[config.mk]
export PLATFORM = sky130hd
export DESIGN_NAME = program_loader_flat
export DESIGN_NICKNAME = d
export VERILOG_FILES = /design/src/rtl/program_loader_if.sv /design/src/rtl/program_loader.sv /design/src/flat_wrapper.sv
export SDC_FILE = /design/constraint.sdc
export NUM_CORES = 1
export LEC_CHECK = 0
export ABC_AREA = 1
export ABC_CLOCK_PERIOD_IN_PS = 2780
export BUFFER_PORTS_ARGS = -buffer_cell sky130_fd_sc_hd__buf_2
export CORE_UTILIZATION = 55
export CTS_CLUSTER_SIZE = 20
export DETAILED_ROUTE_END_ITERATION = 7
export GPL_ROUTABILITY_DRIVEN = 0
export PLACE_DENSITY = 0.76
export REMOVE_ABC_BUFFERS = 1
export SKIP_LAST_GASP = 1
export SYNTH_ARGS = -nofsm -noshare
export SYNTH_HDL_FRONTEND = slang
export SYNTH_SLANG_ARGS = --single-unit
[constraint.sdc]
create_clock -name clk -period 2.78 [get_ports clk]
set_clock_uncertainty 0.2 [all_clocks]
set_input_delay 0.139 -clock clk [delete_from_list [all_inputs] [get_ports clk]]
set_output_delay 0.139 -clock clk [all_outputs]
set_load 0.03 [all_outputs]
[src/rtl/program_loader_if.sv]
// Host-byte / program-memory-write bundle for the program loader.
// The master modport drives the host side; the slave modport belongs to the loader.
interface program_loader_if #(
    parameter int unsigned ADDR_W = 11,
    parameter int unsigned DATA_W = 14
);
    logic              load_req;
    logic [7:0]        rx_data;
    logic              rx_valid;
    logic              pm_we;
    logic [ADDR_W-1:0] pm_addr;
    logic [DATA_W-1:0] pm_data;
    logic              cpu_hold;
    logic              busy;
    logic              done;
    logic              err;

    modport master (
        output load_req, rx_data, rx_valid,
        input  pm_we, pm_addr, pm_data, cpu_hold, busy, done, err
    );

    modport slave (
        input  load_req, rx_data, rx_valid,
        output pm_we, pm_addr, pm_data, cpu_hold, busy, done, err
    );
endinterface

[src/rtl/program_loader.sv]
// Assembles 14-bit instruction words from a host byte stream and writes them
// to sequential program-memory addresses, holding the core while a load runs.
module program_loader #(
    parameter int unsigned ADDR_W    = 11,
    parameter int unsigned DATA_W    = 14,
    parameter int unsigned MAX_WORDS = 2048
) (
    input  logic                clk,
    input  logic                rst,
    program_loader_if.slave     bus
);
    localparam int unsigned CNT_W = ADDR_W + 1;

    typedef enum logic [2:0] {
        IDLE, CNT_HI, CNT_LO, W_HI, W_LO, CHK, DONE, ERR
    } state_t;

    state_t            state, state_nxt;
    logic              start_c;
    logic              accept_c;
    logic              wr_word_c;
    logic [15:0]       count_in_c;

    logic [7:0]        cnt_hi;
    logic [CNT_W-1:0]  count;
    logic [CNT_W-1:0]  word_cnt;
    logic [5:0]        word_hi;
    logic [7:0]        sum;
    logic              pm_we;
    logic [DATA_W-1:0] pm_data;
    logic              cpu_hold;
    logic              busy;
    logic              done;
    logic              err;

    assign count_in_c = {cnt_hi, bus.rx_data};

    // State register
    always_ff @(posedge clk or posedge rst) begin
        if (rst) state <= IDLE;
        else     state <= state_nxt;
    end

    // Next-state decode and per-byte strobes
    always_comb begin
        state_nxt = state;
        start_c   = 1'b0;
        accept_c  = 1'b0;
        wr_word_c = 1'b0;
        case (state)
            IDLE, DONE, ERR: begin
                if (bus.load_req) begin
                    state_nxt = CNT_HI;
                    start_c   = 1'b1;
                end
            end
            CNT_HI: begin
                if (bus.rx_valid) begin
                    accept_c  = 1'b1;
                    state_nxt = CNT_LO;
                end
            end
            CNT_LO: begin
                if (bus.rx_valid) begin
                    accept_c = 1'b1;
                    if (count_in_c > 16'(MAX_WORDS)) state_nxt = ERR;
                    else if (count_in_c == 16'd0)    state_nxt = CHK;
                    else                             state_nxt = W_HI;
                end
            end
            W_HI: begin
                if (bus.rx_valid) begin
                    accept_c = 1'b1;
                    if (bus.rx_data[7:6] != 2'b00) state_nxt = ERR;
                    else                           state_nxt = W_LO;
                end
            end
            W_LO: begin
                if (bus.rx_valid) begin
                    accept_c  = 1'b1;
                    wr_word_c = 1'b1;
                    // word_cnt advances only after the write pulse, so +1 is this word
                    if (CNT_W'(word_cnt + 1'b1) == count) state_nxt = CHK;
                    else                                  state_nxt = W_HI;
                end
            end
            CHK: begin
                if (bus.rx_valid) begin
                    accept_c = 1'b1;
                    if (8'(sum + bus.rx_data) == 8'h00) state_nxt = DONE;
                    else                                state_nxt = ERR;
                end
            end
            default: state_nxt = IDLE;
        endcase
    end

    // Datapath, write port and status flags
    always_ff @(posedge clk or posedge rst) begin
        if (rst) begin
            cnt_hi   <= '0;
            count    <= '0;
            word_cnt <= '0;
            word_hi  <= '0;
            sum      <= '0;
            pm_we    <= 1'b0;
            pm_data  <= '0;
            cpu_hold <= 1'b0;
            busy     <= 1'b0;
            done     <= 1'b0;
            err      <= 1'b0;
        end else begin
            pm_we <= wr_word_c;
            if (wr_word_c) pm_data <= DATA_W'({word_hi, bus.rx_data});
            if (start_c) begin
                sum      <= '0;
                word_cnt <= '0;
            end else begin
                if (accept_c) sum      <= 8'(sum + bus.rx_data);
                if (pm_we)    word_cnt <= CNT_W'(word_cnt + 1'b1);
            end
            if (accept_c && state == CNT_HI) cnt_hi  <= bus.rx_data;
            if (accept_c && state == CNT_LO) count   <= CNT_W'(count_in_c);
            if (accept_c && state == W_HI)   word_hi <= bus.rx_data[5:0];
            busy     <= !(state_nxt inside {IDLE, DONE, ERR});
            cpu_hold <= !(state_nxt inside {IDLE, DONE, ERR});
            done     <= (state_nxt == DONE);
            err      <= (state_nxt == ERR);
        end
    end

    assign bus.pm_we    = pm_we;
    assign bus.pm_addr  = word_cnt[ADDR_W-1:0];
    assign bus.pm_data  = pm_data;
    assign bus.cpu_hold = cpu_hold;
    assign bus.busy     = busy;
    assign bus.done     = done;
    assign bus.err      = err;
endmodule

[src/flat_wrapper.sv]
// flat-port wrapper written by rule: the top's interface ports become plain ports
module program_loader_flat 
#(
    parameter int unsigned ADDR_W    = 11,
    parameter int unsigned DATA_W    = 14,
    parameter int unsigned MAX_WORDS = 2048
)
  (clk, rst, bus_load_req, bus_rx_data, bus_rx_valid, bus_pm_we, bus_pm_addr, bus_pm_data, bus_cpu_hold, bus_busy, bus_done, bus_err);
  program_loader_if #(.ADDR_W(ADDR_W), .DATA_W(DATA_W)) bus_i ();
  input  logic clk;
  input  logic rst;
  input wire logic [$bits(bus_i.load_req)-1:0] bus_load_req;
  input wire logic [$bits(bus_i.rx_data)-1:0] bus_rx_data;
  input wire logic [$bits(bus_i.rx_valid)-1:0] bus_rx_valid;
  output wire logic [$bits(bus_i.pm_we)-1:0] bus_pm_we;
  output wire logic [$bits(bus_i.pm_addr)-1:0] bus_pm_addr;
  output wire logic [$bits(bus_i.pm_data)-1:0] bus_pm_data;
  output wire logic [$bits(bus_i.cpu_hold)-1:0] bus_cpu_hold;
  output wire logic [$bits(bus_i.busy)-1:0] bus_busy;
  output wire logic [$bits(bus_i.done)-1:0] bus_done;
  output wire logic [$bits(bus_i.err)-1:0] bus_err;
  assign bus_i.load_req = bus_load_req;
  assign bus_i.rx_data = bus_rx_data;
  assign bus_i.rx_valid = bus_rx_valid;
  assign bus_pm_we = bus_i.pm_we;
  assign bus_pm_addr = bus_i.pm_addr;
  assign bus_pm_data = bus_i.pm_data;
  assign bus_cpu_hold = bus_i.cpu_hold;
  assign bus_busy = bus_i.busy;
  assign bus_done = bus_i.done;
  assign bus_err = bus_i.err;
  program_loader #(.ADDR_W(ADDR_W), .DATA_W(DATA_W), .MAX_WORDS(MAX_WORDS)) u_core (.clk(clk), .rst(rst), .bus(bus_i));
endmodule
==> summary.md <==
| Metric | Value |
|---|---|
| Syn-to-layout area delta | `13.64%` |
| Leak | `2.190 nW` |
| Core area | `6422 um^2` |
| CP Buf/Inv Count | `3` |
| Minimum clock period | `2.490 ns` |
| Hold slack final | `0.02642 ns` |
| Clock Tree Buf Depth | `2` |
| Setup repair after global routing missed its margin | `false` |
| Final net count | `560` |
| Crit end category | `flop` |
| Max VDD drop | `512.5 uV` |
| Drt first-iter violations | `244` |
| Diode count | `0` |
| Synth Instances | `493` |
| Largest family of logic cells by synthesized area | `simple AND/OR/NAND/NOR gates` |
| Fin crit share | `89.57%` |
| Crit path kind | `input port to flop` |
| Initial antenna violation count | `0` |
| Worst reg2reg startpoint | `u_core.sum[0]$_DFFE_PP0P_` |
| Worst-margin pin slew | `0.5670 ns` |
| CTS tree | `built` |
| Critical path's slowest cell | `dlygate4sd3_1` |
| Hold Path Sink | `u_core.state[2]$_DFF_PP0_` |
| PD cells | `989.1 nW/um^2` |
| Fin. Hold Viols | `0` |
| Via Count | `3298` |
| Seq/Total Area, Yosys | `45.47%` |
| Netlist Area Pre-Place | `3687 um^2` |
| R2R depth | `14` |
| Die area | `7036 um^2` |
| Crit path cell chain | `dlygate4sd3_1 -> buf_2 -> ha_1 -> fa_1 -> nand3_1 -> nand2_1 -> nand3_1 -> nand2_1 -> xor2_1 -> nand4_1 -> nand2_1 -> nand2_1 -> nor2_1 -> nand3_1 -> nand2_1 -> inv_1` |
| Critical Path Most Common Cell | `nand2_1` |
| Global-route usage over all layers | `25.18%` |
| Core Rows | `29` |
| Vert. Die Dim | `83.88 um` |
| Flops & latches, synth | `67` |
| Fraction of layout instances using a drive strength above 1 | `13.81%` |
| Compound-gate portion of the synthesized area | `9.535%` |
| Mux contribution to synthesized area | `0%` |
| Cell Area, Placed | `3899 um^2` |
| Hold Crit Class | `input port to flop` |
| Post-Syn Area per Cell | `7.479 um^2` |
| Fin Setup TNS | `0 ns` |
| Via/cell ratio | `5.319` |
| DRC | `4` |
| Synth Area in Adders | `3.258%` |
| XOR/XNOR Fraction of Synth Area | `1.663%` |
| Congestion Overflow GR | `0` |
| Initial core utilization | `57.41%` |
| Hold_sp | `bus_rx_valid` |
| CP top delay family | `simple AND/OR/NAND/NOR gates` |
| PortBufs | `41` |
| Reg-to-reg critical path endpoint | `u_core.bus.cpu_hold$_DFF_PP0_` |
| Fmax | `0.4016 GHz` |
| DRT Pass-1 Iters | `7` |
| Post-synthesis cell type count | `28` |
| H-tree depth | `3` |
| Final Power | `4.145 mW` |
| Routed Antenna Nets | `0` |
| Slew margin rel. | `62.16%` |
| Io pins | `42` |
| Finished layout cell area | `4190 um^2` |
| Status | `finished with violations` |
| Die width | `83.88 um` |
| FF-to-FF setup slack | `0.41 ns` |
| Post-DP HPWL | `6.069 mm` |
| Simple logic cell fraction of the synthesized area | `30.40%` |
| Critical Path AT | `2.52 ns` |
| Final setup violation count | `0` |
| Vias in the first global route | `3120` |
| Min-Delay Path Depth | `4` |
| Largest net degree at the start of global routing | `29` |
| Num CTS Buffers | `9` |
| Worst-path fanout max | `4` |
| Final WL | `8.128 mm` |
| Skew-Pair Late Insertion Delay | `0.34 ns` |
| Per-cell routed wire length | `13.11 um` |
| Worst-path clk slew | `0.07 ns` |
| Maxcap violations | `0` |
| YS warnings | `0` |
| Crit path required time | `2.81 ns` |
| Max Slew Vio Count | `0` |
| Failing checks | `DRC` |
| CP max stage delay | `0.53 ns` |
| TritonCTS Sinks | `67` |
| First-pass GRT wire length | `14.01 mm` |
| Levels on crit path | `16` |
| Worst setup SP type | `input port` |
| Final design utilization | `65.24%` |
| Root Driver | `clkbuf_8` |
[state kept, by name, summed over array words and instances, names as in the netlist]
name and cells:
u_core.sum 8, u_core.bus.pm_data 14, u_core.cnt_hi 8, u_core.bus.cpu_hold 1
u_core.state 3, u_core.bus.err 1, u_core.bus.pm_we 1, u_core.count 12
u_core.word_hi 6, u_core.bus.done 1, u_core.word_cnt 12
[tightest hold or removal path, cell delays in order]
cell	delay, ns
buf_2	0.14
nand2_1	0.07
nand2_1	0.07
nand3b_2	0.10
[timing repair]
| action | 4_1_cts | 5_1_grt |
|---|---|---|
| resized for setup | 0 | 0 |
| hold endpoints to repair | 95 | 0 |
| hold buffers | 10 | 0 |
| setup endpoints to repair | 0 | 0 |
| buffers inserted | 0 | 0 |
[routing by layer]
layer,up-vias,track usage [%],part of all wire (%)
met2,90,41.43,49
met4,0,12.54,1.9
li1,1669,-,-
met1,1524,32.88,44
met3,15,3.165,4.6
met5,-,0,0
[worst max path at each step]
stage	startpoint	end	slack [ns]
2_1_floorplan	u_core.state[1]$_DFF_PP0_	u_core.bus.cpu_hold$_DFF_PP0_	0.49
3_3_place_gp	u_core.state[2]$_DFF_PP0_	u_core.word_cnt[4]$_DFFE_PP0P_	0.48
3_5_place_dp	u_core.sum[0]$_DFFE_PP0P_	u_core.bus.cpu_hold$_DFF_PP0_	0.41
4_1_cts	bus_rx_data[0]	u_core.bus.cpu_hold$_DFF_PP0_	0.28
5_1_grt	bus_rx_data[0]	u_core.bus.cpu_hold$_DFF_PP0_	0.05
6_report	bus_rx_data[0]	u_core.bus.cpu_hold$_DFF_PP0_	0.29
[layout by cell type, fill, tap and decap left out, drive strengths merged, types with 2 or more instances in the layout]
cell type | netlist | layout
dlygate4sd3 | 0 | 10
nand2 | 152 | 152
clkinvlp | 0 | 2
ha | 8 | 8
clkinv | 0 | 3
nand4 | 8 | 8
nor2 | 44 | 44
a21oi | 5 | 5
o21ai | 50 | 50
clkbuf | 8 | 9
o22ai | 7 | 7
xor2 | 4 | 4
nor3 | 5 | 5
buf | 12 | 45
inv | 63 | 63
xnor2 | 3 | 3
dfrtp | 67 | 67
nand3 | 50 | 50
[where the power goes]
part           total [mW]  internal [mW]  leakage [nW]  switching [mW]
logic                1.79          0.590          1.24            1.20
clock network       0.791          0.410        0.0913           0.381
registers            1.56           1.35         0.858           0.216
[kinds of logic after synthesis]
group           count (synthesis)
flops                          67
xor+xnor                        7
compound gates                 66
buf+inv                        83
fa+ha+maj                       9
simple gates                  261
[Yosys cell counts (all sizes together)]
| master | n | area [um^2] |
|---|---|---|
| o21ai | 50 | 254.0 |
| a211oi | 1 | 7.510 |
| buf | 12 | 90.09 |
| a22oi | 1 | 7.510 |
| ha | 8 | 100.1 |
| nor3 | 5 | 25.02 |
| o22ai | 7 | 43.79 |
| a21oi | 5 | 25.02 |
| nand2 | 152 | 580.6 |
| xor2 | 4 | 35.03 |
| nand3 | 50 | 255.3 |
| fa | 1 | 20.02 |
| a31oi | 1 | 6.260 |
| nor2 | 44 | 192.7 |
| clkbuf | 8 | 30.03 |
| inv | 63 | 236.5 |
| nand4 | 8 | 50.05 |
| xnor2 | 3 | 26.28 |
| o21bai | 1 | 7.510 |
| nand3b | 1 | 11.26 |
| dfrtp | 67 | 1677 |
| or3 | 1 | 6.260 |
[stage by stage]
stage / cells / setup slack (ns)
detailed placement: 595 / 0.4075
global route: 620 / 0.05304
CTS: 620 / 0.2804
finish: 620 / 0.2901
global placement: 595 / 0.4834
floorplan: 473 / 0.4918
[final cells by class]
cell class                 instances  area, um^2
multi-input combinational        343        1654
inverter                          63       236.5
clock buffer                       9       123.9
clock inverter                     6       67.56
timing repair buffer              55       335.3
sequential                        67        1677
tap                               77       96.34
fill                             549        2232
Power figures use the tool's default switching activity.
